<file path="src/rtl/minv_mdiv_pkg.sv">
// Shared types for the word ring register: FSM state encoding and width helpers.
package minv_mdiv;

  typedef enum logic {
    IDLE = 1'b0,
    ROT  = 1'b1
  } ring_state_t;

  // Position and step counters need at least one bit even for tiny rings.
  function automatic int pos_width(input int depth);
    return (depth > 1) ? $clog2(depth) : 1;
  endfunction

endpackage

</file>
<file path="src/rtl/word_ring_reg_stage.sv">
// One WIDTH-bit word stage: an enabled register with synchronous active-high reset.
module word_reg_stage #(
  parameter int WIDTH = 32
) (
  input  logic             clk,
  input  logic             rst,
  input  logic             en,
  input  logic [WIDTH-1:0] d,
  output logic [WIDTH-1:0] q
);

  logic [WIDTH-1:0] q_reg;

  always_ff @(posedge clk) begin
    if (rst) begin
      q_reg <= '0;
    end else if (en) begin
      q_reg <= d;
    end
  end

  assign q = q_reg;

endmodule

</file>
<file path="src/rtl/word_ring_reg.sv">
// DEPTH-word shift/rotate ring with an automatic full-turn rotation, position,
// fill level and wrap/done pulses.
module word_ring_reg
  import minv_mdiv::*;
#(
  parameter int WIDTH = 32,
  parameter int DEPTH = 8
) (
  input  logic                                 clk,
  input  logic                                 rst,
  input  logic                                 clr,
  input  logic [WIDTH-1:0]                     din,
  input  logic                                 shift_en,
  input  logic                                 rot_en,
  input  logic                                 rot_start,
  output logic [WIDTH-1:0]                     dout,
  output logic [WIDTH-1:0]                     head,
  output logic [minv_mdiv::pos_width(DEPTH)-1:0] pos,
  output logic [$clog2(DEPTH+1)-1:0]           fill,
  output logic                                 full,
  output logic                                 busy,
  output logic                                 wrap,
  output logic                                 done
);

  localparam int PW = minv_mdiv::pos_width(DEPTH);
  localparam int FW = $clog2(DEPTH + 1);
  localparam logic [PW-1:0] POS_LAST = PW'(DEPTH - 1);
  localparam logic [FW-1:0] FILL_MAX = FW'(DEPTH);

  ring_state_t      state_reg, state_next;
  logic [PW-1:0]    pos_reg, cnt_reg;
  logic [FW-1:0]    fill_reg;
  logic             wrap_reg, done_reg;
  logic             shift_do, rot_do, step, done_next;

  logic [WIDTH-1:0] stage_q [DEPTH];
  logic [WIDTH-1:0] stage_d [DEPTH];

  // Stage 0 takes din on a shift and the tail word on a rotate.
  assign stage_d[0] = shift_do ? din : stage_q[DEPTH-1];

  genvar gi;
  generate
    for (gi = 1; gi < DEPTH; gi++) begin : g_link
      assign stage_d[gi] = stage_q[gi-1];
    end
    for (gi = 0; gi < DEPTH; gi++) begin : g_stage
      word_reg_stage #(.WIDTH(WIDTH)) u_stage (
        .clk (clk),
        .rst (rst | clr),
        .en  (step),
        .d   (stage_d[gi]),
        .q   (stage_q[gi])
      );
    end
  endgenerate

  always_comb begin
    state_next = state_reg;
    shift_do   = 1'b0;
    rot_do     = 1'b0;
    done_next  = 1'b0;
    if (!clr) begin
      case (state_reg)
        IDLE: begin
          shift_do = shift_en;
          rot_do   = rot_en && !shift_en;
          if (rot_start && !shift_en) state_next = ROT;
        end
        ROT: begin
          rot_do = 1'b1;
          if (cnt_reg == POS_LAST) begin
            state_next = IDLE;
            done_next  = 1'b1;
          end
        end
        default: state_next = IDLE;
      endcase
    end else begin
      state_next = IDLE;
    end
  end

  assign step = shift_do | rot_do;

  always_ff @(posedge clk) begin
    if (rst) begin
      state_reg <= IDLE;
    end else begin
      state_reg <= state_next;
    end
  end

  always_ff @(posedge clk) begin
    if (rst || clr) begin
      pos_reg  <= '0;
      cnt_reg  <= '0;
      fill_reg <= '0;
      wrap_reg <= 1'b0;
      done_reg <= 1'b0;
    end else begin
      wrap_reg <= step && (pos_reg == POS_LAST);
      done_reg <= done_next;
      if (step) begin
        pos_reg <= (pos_reg == POS_LAST) ? '0 : pos_reg + 1'b1;
      end
      if (state_reg == ROT) begin
        cnt_reg <= (cnt_reg == POS_LAST) ? '0 : cnt_reg + 1'b1;
      end
      if (shift_do && fill_reg != FILL_MAX) begin
        fill_reg <= fill_reg + 1'b1;
      end
    end
  end

  assign dout = stage_q[DEPTH-1];
  assign head = stage_q[0];
  assign pos  = pos_reg;
  assign fill = fill_reg;
  assign full = (fill_reg == FILL_MAX);
  assign busy = (state_reg == ROT);
  assign wrap = wrap_reg;
  assign done = done_reg;

endmodule

</file>
<file path="config.mk">
export PLATFORM = sky130hd
export DESIGN_NAME = word_ring_reg
export DESIGN_NICKNAME = d
export VERILOG_FILES = /design/src/rtl/minv_mdiv_pkg.sv /design/src/rtl/word_ring_reg_stage.sv /design/src/rtl/word_ring_reg.sv
export SDC_FILE = /design/constraint.sdc
export NUM_CORES = 1
export LEC_CHECK = 0
export CORE_MARGIN = 2
export CORE_UTILIZATION = 50
export CTS_CLUSTER_DIAMETER = 150
export CTS_CLUSTER_SIZE = 28
export DETAILED_ROUTE_END_ITERATION = 10
export HOLD_SLACK_MARGIN = 0.03
export PLACE_DENSITY = 0.83
export SYNTH_ARGS = -nofsm -noshare
export SYNTH_HDL_FRONTEND = slang
export SYNTH_SLANG_ARGS = --single-unit
</file>
<file path="constraint.sdc">
create_clock -name clk -period 2.1 [get_ports clk]
set_input_delay 0.42 -clock clk [delete_from_list [all_inputs] [get_ports clk]]
set_output_delay 0.42 -clock clk [all_outputs]
set_load 0.02 [all_outputs]
</file>
==> results by group, run 1 <==
Cells and area
  • Net count reported at finish: between 1000 and 1500
  • Post-route cell area: 0.0114 mm2
  • Number of flip-flops in the largest register: 256
  • Area added between synthesis and finish: 19.1%
  • Diode count: 0
  • Post-Layout Cell Count: 1453
  • Fraction of layout instances using a drive strength above 1: 4.84%
  • Utilization of the core after routing: 60.8%
  • Number of filler cells placed in the layout: 1591

Logic synthesis
  • Primary FF master, synth: sky130_fd_sc_hd__dfxtp_1
  • Cell area after technology mapping: 0.00958 mm2
  • Most frequent cells after synthesis: sky130_fd_sc_hd__nand2_1 (458), sky130_fd_sc_hd__dfxtp_1 (269), sky130_fd_sc_hd__a21oi_1 (230), sky130_fd_sc_hd__buf_2 (55)
  • Share of the synthesized area in the top cell type: 56.2%
  • Synthesized netlist cell count: 1150
  • Register bit count reported by yosys: 269
  • Library cell occupying the most area in the post-synthesis netlist: sky130_fd_sc_hd__dfxtp_1
  • Syn. warnings: 0
  • Nets in the synthesized netlist: around 1200
  • Post-synth ARST share: 0%
  • Mean post-synth cell area: 8.33 um2
  • Part of the Yosys area used for sequential elements: 56.2%
  • Largest cells by area after synthesis: sky130_fd_sc_hd__dfxtp_1 (56%), sky130_fd_sc_hd__nand2_1 (18%), sky130_fd_sc_hd__a21oi_1 (12%)
  • Leading cell type by number of instances after synthesis: sky130_fd_sc_hd__nand2_1
  • Number of synthesized flops with an enable pin: 0
  • Synth cell types: 24

Critical path
  • Worst r2r dst: g_stage[2].u_stage.q[12]
  • Crit path buffers/inverters: 2
  • Highest fanout seen on the critical path: 5
  • Endpoint class of the critical path: output port
  • Startpoint types: flip-flop
  • Largest delay share family, worst path: flip-flops
  • Required time of the critical path: 1.68 ns
  • Data arrival time of the worst path: between 1.5 and 2 ns
  • Cell with the largest stage delay on the worst path: sky130_fd_sc_hd__dfxtp_2
  • Crit path cell chain: inv_1, ha_1, and3b_1, clkdlybuf4s15_1
  • Worst reg2reg path startpoint: busy
  • Highest cell delay on the worst timing path: about 0.38 ns
  • Cells on worst reg2reg path: 5
  • Register-to-register setup slack: approximately 0.52 ns
  • Start-to-end type of the worst setup path: reg -> out

Detailed routing
  • Vias after detailed routing: 7674
  • Routed wire length: 19600 um
  • Via density: 5.28
  • Starting DRT DRC Count: roughly 450
  • DRC violations left: 0
  • Final routed wire length divided by cell count: 13.5 um
  • DR pass1 iterations: 4
  • Number of nets with antenna violations after detailed routing: 0

GRT
  • Global-route wire length before repair: 33100 um
  • Maximum number of pins on one net before global-route repair: 68
  • Via count of the first global-routing pass: 7151
  • Number of antenna violations at the first check in global routing: 0
  • Aggregate global routing overflow: 0
  • All-Layer GR Usage: between 10% and 20%

Timing
  • Final worst path period share: between 90 and 100%
  • Final number of max-transition violations: 0
  • Worst hold slack after final layout: 0.446 ns
  • Smallest setup slack after layout: 0.0650 ns
  • Setup_tns: 0 ns
  • Final hold violation count: 0
  • Unrepaired setup endpoints after global routing: no
  • Max Fclk: around 0.49 GHz
  • Final Setup Violations: 0
  • Worst slew margin: 75.3%
  • Post-layout min period: 2.04 ns
  • Post-Route Skew: 0.0155 ns
  • Worst-Margin Slew: 0.367 ns

Floorplan
  • Core Box Area: 0.0188 mm2
  • I/O Pins: 113
  • Floorplan die width: about 140 um
  • Vertical die dimension: 142 um
  • # rows: 50
  • Die Outline Area: 0.0203 mm2
  • Initial cell density of the core: 51.0%

CTS
  • TritonCTS clock tree: done
  • Number of buffers created by CTS: 13
  • Buffer cell driving the clock tree root: sky130_fd_sc_hd__clkbuf_16
  • Maximum count of clock buffers along a single path: 3
  • Maximum level of the CTS H-tree: 1
  • CTS clock-pin slew for the worst setup and hold paths: around 0.11 ns
  • Count of clock tree sinks: 269
  • Insertion delay to the later sink of the worst-skew pair: 0.48 ns
  • Number of hold buffers added after CTS: 0

Pwr
  • Worst vdd rail ir drop: about 0.00044 V
  • Overall power of the completed layout: 8.54 mW
  • Lkg Pwr: 3.63 nW
  • Power Density: 748 mW/mm2

Place
  • Placer congestion estimate: 0.724
  • Detailed Place HPWL: 12400 um
  • Placement Cell Area: about 0.011 mm2
  • Pre-CTS setup slack: ~0.11 ns
  • Number of buffers added on ports: 112
  • Cell Count Post-Placement: about 1400

Worst hold path
  • Hold WC Path Type: reg -> reg
  • WHS Path Cells: 2
  • Worst-case hold path end point: g_stage[4].u_stage.q[5]
  • Origin of the worst min-delay path: g_stage[3].u_stage.q[5]

Flow run
  • Max cap viols: 0

Run status
  • Status: completed
==> final cells by class <==
class	instances	area, um2	share of cell area (%)
flip-flops and latches	269	5390	47.2
inverters	3	11.3	0.0987
clock inverters	1	16.3	0.143
clock buffers	13	325	2.85
multi-input cells	786	3760	33.0
repair buffers	147	1610	14.1
well taps	234	293	2.57
==> tightest hold or removal path, cell delays in order, from the launching register on <==
cell	delay, ns
sky130_fd_sc_hd__dfxtp_1	0.32
sky130_fd_sc_hd__nand2_1	0.05
sky130_fd_sc_hd__a21oi_1	0.05
==> how the worst max path moves through the flow <==
stage	start	to	slack, ns	cells past startpoint
after global routing	fill[0]	full	0.02	4
after floorplan	fill[0]	fill[2]	0.48	5
final	fill[0]	full	0.06	4
after detailed placement	rot_en	g_stage[5].u_stage.q[10]	0.11	7
after global placement	rot_en	g_stage[6].u_stage.q[14]	0.14	6
after CTS	fill[1]	full	0.02	4
==> where the power goes <==
part           internal (mW)  total [mW]  switching [mW]
Clock                   1.14        2.68            1.54
Combinational          0.281       0.666           0.385
Sequential              5.15        5.19          0.0408
Total                   6.57        8.54            1.97
==> metal layers <==
metal / wire (um) / vias up / track usage (%)
li1: - / 3911 / -
met1: 9210 / 3626 / 26.5
met2: 9300 / 117 / 32.0
met3: 824 / 20 / 3.06
met4: 259 / 0 / 4.27
met5: 0 / - / 0
==> kinds of logic after synthesis <==
group / Yosys count / share of synthesized area, %
DFF: 269 / 56.2
muxes: 6 / 0.627
AOI/OAI and AO/OA: 295 / 18.4
buffers and inverters: 95 / 4.83
adders and majority gates: 6 / 0.784
and+or+nand+nor: 479 / 19.2
==> placed cells by master, fill, tap and decap left out <==
master	n
sky130_fd_sc_hd__dfxtp_1	266
sky130_fd_sc_hd__nor3_1	1
sky130_fd_sc_hd__nand2_1	458
sky130_fd_sc_hd__a21oi_4	1
sky130_fd_sc_hd__inv_1	3
sky130_fd_sc_hd__mux2i_1	6
sky130_fd_sc_hd__and3b_1	1
sky130_fd_sc_hd__clkbuf_16	13
sky130_fd_sc_hd__o31ai_1	1
sky130_fd_sc_hd__nor2_4	1
sky130_fd_sc_hd__nand2b_2	1
sky130_fd_sc_hd__clkinv_8	1
sky130_fd_sc_hd__a21oi_1	229
sky130_fd_sc_hd__o221a_1	31
sky130_fd_sc_hd__buf_4	17
sky130_fd_sc_hd__or2_4	1
sky130_fd_sc_hd__nand3_1	1
sky130_fd_sc_hd__dfxtp_2	3
sky130_fd_sc_hd__nor2b_1	1
sky130_fd_sc_hd__nor2_1	6
sky130_fd_sc_hd__o21a_1	32
sky130_fd_sc_hd__dlymetal6s2s_1	1
sky130_fd_sc_hd__clkdlybuf4s15_1	1
sky130_fd_sc_hd__or3_1	2
sky130_fd_sc_hd__buf_12	18
sky130_fd_sc_hd__o221a_2	1
sky130_fd_sc_hd__nor4b_1	1
sky130_fd_sc_hd__and3_1	2
sky130_fd_sc_hd__or3_4	1
sky130_fd_sc_hd__clkdlybuf4s50_1	110
sky130_fd_sc_hd__or4_1	1
sky130_fd_sc_hd__nor3_2	1
sky130_fd_sc_hd__ha_1	6
==> what timing repair did <==
action	4_1_cts	5_1_grt
resized for setup	3	3
endpoints found under the hold margin	0	0
endpoints found under the setup margin	2	2
buffers inserted	0	0
pin swaps	0	0
Note: power is estimated with default switching activity, not from simulation.
==> inputs of run 2 (changes only) <==
--- a/config.mk
+++ b/config.mk
@@ -5,13 +5,14 @@
 export SDC_FILE = /design/constraint.sdc
 export NUM_CORES = 1
 export LEC_CHECK = 0
+export ABC_AREA = 1
 export CORE_MARGIN = 2
 export CORE_UTILIZATION = 50
 export CTS_CLUSTER_DIAMETER = 150
 export CTS_CLUSTER_SIZE = 28
 export DETAILED_ROUTE_END_ITERATION = 10
-export HOLD_SLACK_MARGIN = 0.03
-export PLACE_DENSITY = 0.83
+export HOLD_SLACK_MARGIN = 0.15
+export PLACE_DENSITY = 0.82
 export SYNTH_ARGS = -nofsm -noshare
 export SYNTH_HDL_FRONTEND = slang
 export SYNTH_SLANG_ARGS = --single-unit
==> results by group, run 2 <==
Run status
  • Status: completed

Timing
  • Final hold violation count: 0
  • Final Setup Violations: 0
  • Setup_tns: 0 ns
  • Worst-Margin Slew: 0.418 ns
  • Post-layout min period: 2.01 ns
  • Post-Route Skew: 0.0147 ns
  • Unrepaired setup endpoints after global routing: no
  • Final worst path period share: 95.8%
  • Worst slew margin: just over 70%
  • Max Fclk: 0.497 GHz
  • Final number of max-transition violations: 0

Pwr
  • Gate power share: 12.5%
  • Internal power summed over all cells: roughly 7.0 mW
  • Overall power of the completed layout: 9.39 mW
  • Worst vdd rail ir drop: 0.000514 V
  • Fraction of power consumed by the clock network: ~28%
  • Sw power: 2.38 mW
  • Power Density: 801 mW/mm2
  • Lkg Pwr: 5.27 nW
  • Seq pwr share: about three fifths
  • Fraction of power spent switching nets: approximately 25%

Logic synthesis
  • Synth cell types: 25
  • Synthesized netlist cell count: roughly 1300
  • Mean post-synth cell area: 7.54 um2
  • Post-synth ARST share: 0%
  • Nets in the synthesized netlist: 1367
  • Syn. warnings: 0
  • Cell area after technology mapping: 0.00997 mm2
  • Library cell occupying the most area in the post-synthesis netlist: sky130_fd_sc_hd__dfxtp_1
  • Part of the Yosys area used for sequential elements: 54.0%
  • Register bit count reported by yosys: roughly 270
  • Most frequent cells after synthesis: sky130_fd_sc_hd__nor2_1 (462), sky130_fd_sc_hd__dfxtp_1 (269), sky130_fd_sc_hd__o21ai_0 (261), sky130_fd_sc_hd__nand2_1 (112), sky130_fd_sc_hd__inv_1 (71)
  • Largest cells by area after synthesis: sky130_fd_sc_hd__dfxtp_1 (54%), sky130_fd_sc_hd__nor2_1 (17%), sky130_fd_sc_hd__o21ai_0 (13%)
  • Number of synthesized flops with an enable pin: 0
  • Share of the synthesized area in the top cell type: 54.0%
  • Leading cell type by number of instances after synthesis: sky130_fd_sc_hd__nor2_1
  • Primary FF master, synth: sky130_fd_sc_hd__dfxtp_1

Critical path
  • Data arrival time of the worst path: between 1.5 and 2 ns
  • Required time of the critical path: 1.68 ns
  • Startpoint types: flip-flop
  • Cells on worst reg2reg path: 6
  • Largest delay share family, worst path: flip-flops
  • Endpoint class of the critical path: output port
  • Cell with the largest stage delay on the worst path: sky130_fd_sc_hd__dfxtp_1
  • Start-to-end type of the worst setup path: reg -> out
  • Crit path cell chain: inv_1, ha_1, nand2_1, nor2_1, clkdlybuf4s15_2
  • Highest cell delay on the worst timing path: ~0.38 ns
  • Highest fanout seen on the critical path: 6
  • Crit path buffers/inverters: 2
  • Worst r2r dst: g_stage[1].u_stage.q[17]
  • Register-to-register setup slack: around 0.57 ns
  • Worst reg2reg path startpoint: busy

Detailed routing
  • Vias after detailed routing: 8306
  • Starting DRT DRC Count: 637
  • DRC violations left: 0
  • DR pass1 iterations: 4
  • Final routed wire length divided by cell count: 12.9 um
  • Routed wire length: 21400 um
  • Number of nets with antenna violations after detailed routing: 0
  • Via density: 5.02

CTS
  • Maximum level of the CTS H-tree: 1
  • Number of buffers created by CTS: 13
  • CTS clock-pin slew for the worst setup and hold paths: 0.10 ns
  • TritonCTS clock tree: done
  • Insertion delay to the later sink of the worst-skew pair: between 0.4 and 0.5 ns
  • Maximum count of clock buffers along a single path: 3
  • Buffer cell driving the clock tree root: sky130_fd_sc_hd__clkbuf_16
  • Count of clock tree sinks: 269

Floorplan
  • I/O Pins: roughly 110
  • Floorplan die width: between 100 and 150 um
  • Core Box Area: 0.0195 mm2
  • Initial cell density of the core: 51.1%
  • Die Outline Area: 0.0211 mm2
  • # rows: 51
  • Vertical die dimension: 145 um

Place
  • Cell Count Post-Placement: 1641
  • Detailed Place HPWL: between 10000 and 15000 um
  • Placement Cell Area: 0.0114 mm2
  • Number of buffers added on ports: around 110
  • Placer congestion estimate: just under 0.8

Cells and area
  • Number of filler cells placed in the layout: 1710
  • Most used cells in the layout excluding fill and tap cells: sky130_fd_sc_hd__nor2_1 (462), sky130_fd_sc_hd__dfxtp_1 (267), sky130_fd_sc_hd__o21ai_0 (261)
  • Post-Layout Cell Count: 1655
  • Diode count: 0
  • Fraction of layout instances using a drive strength above 1: under 10%
  • Number of flip-flops in the largest register: 256
  • Most frequent standard cell in the layout excluding fill and tap cells: sky130_fd_sc_hd__nor2_1
  • Net count reported at finish: 1435
  • Post-route cell area: 0.0117 mm2
  • Area added between synthesis and finish: 17.5%

GRT
  • Number of antenna violations at the first check in global routing: 0
  • Aggregate global routing overflow: 0
  • Via count of the first global-routing pass: 7565
  • All-Layer GR Usage: 19.6%
  • Maximum number of pins on one net before global-route repair: 123
  • Global-route wire length before repair: 35800 um

Worst hold path
  • WHS Path Cells: 2
  • Origin of the worst min-delay path: cnt_reg[2]
  • Hold WC Path Type: reg -> reg
  • Worst-case hold path end point: cnt_reg[2]

Flow run
  • Max cap viols: 0
==> run 2: worst min-delay path: stages (launching register included) <==
cell and delay [ns]:
sky130_fd_sc_hd__dfxtp_1 0.33, sky130_fd_sc_hd__nand2_1 0.07, sky130_fd_sc_hd__a21oi_1 0.05
==> run 2: how the worst max path moves through the flow <==
stage	start	to	depth (start not counted)
CTS	busy	busy	1
global placement	shift_en	g_stage[1].u_stage.q[16]	7
floorplan	fill[0]	fill[0]	7
detailed placement	shift_en	g_stage[1].u_stage.q[16]	7
global route	fill[1]	full	5
finish	fill[1]	full	5
==> run 2: cell type report <==
class	instances	area, um2	share of cell area [%]
well taps	265	332	2.83
inverters	73	277	2.36
repair buffers	143	1540	13.2
clock buffers	13	325	2.78
clock inverters	1	16.3	0.139
flip-flops and latches	269	5390	46.0
multi-input cells	891	3840	32.8
==> run 2: routing by layer <==
| layer | track usage [%] | up-vias | share of wire, % |
|---|---|---|---|
| met3 | 2.92 | 19 | 4.9 |
| li1 | - | 4292 | - |
| met1 | 27.1 | 3843 | 48 |
| met2 | 32.5 | 152 | 46 |
| met4 | 4.22 | 0 | 1.5 |
| met5 | 0 | - | 0 |
==> run 2: cells by family (layout without fill, tap and decap cells) <==
group | count (synthesis) | after routing | share of synthesized area [%]
fa+ha+maj | 6 | 6 | 0.753
compound gates | 268 | 268 | 13.5
simple gates | 616 | 616 | 23.9
xor+xnor | 1 | 1 | 0.0879
flops | 269 | 269 | 54.0
buf+inv | 163 | 230 | 7.76
==> run 2: power by group through the flow <==
| stage | Combinational [mW] | Clock, mW | Sequential (mW) |
|---|---|---|---|
| after floorplan | 0.671 | 0 | 5.71 |
| after global placement | 1.15 | 0 | 5.66 |
| after detailed placement | 1.17 | 0 | 5.67 |
| after CTS | 1.18 | 2.73 | 5.55 |
| after global routing | 1.32 | 2.90 | 5.59 |
| final | 1.18 | 2.66 | 5.56 |
==> run 2: per-stage QoR <==
step | setup slack (ns) | hold slack, ns | utilization, %
floorplan | 0.623 | 0.445 | -
global placement | 0.112 | 0.454 | 58.3
detailed placement | 0.0613 | 0.464 | 58.3
finish | 0.0891 | 0.479 | 60.0
global route | 0.00327 | 0.506 | 60.0
CTS | 0.0262 | 0.479 | 60.0
==> run 2: what timing repair did <==
item,in CTS,in global routing
endpoints found under the hold margin,0,0
gates cloned,0,0
setup endpoints to repair,1,2
resized for setup,3,2
setup buffers,0,0
hold buffers,0,0
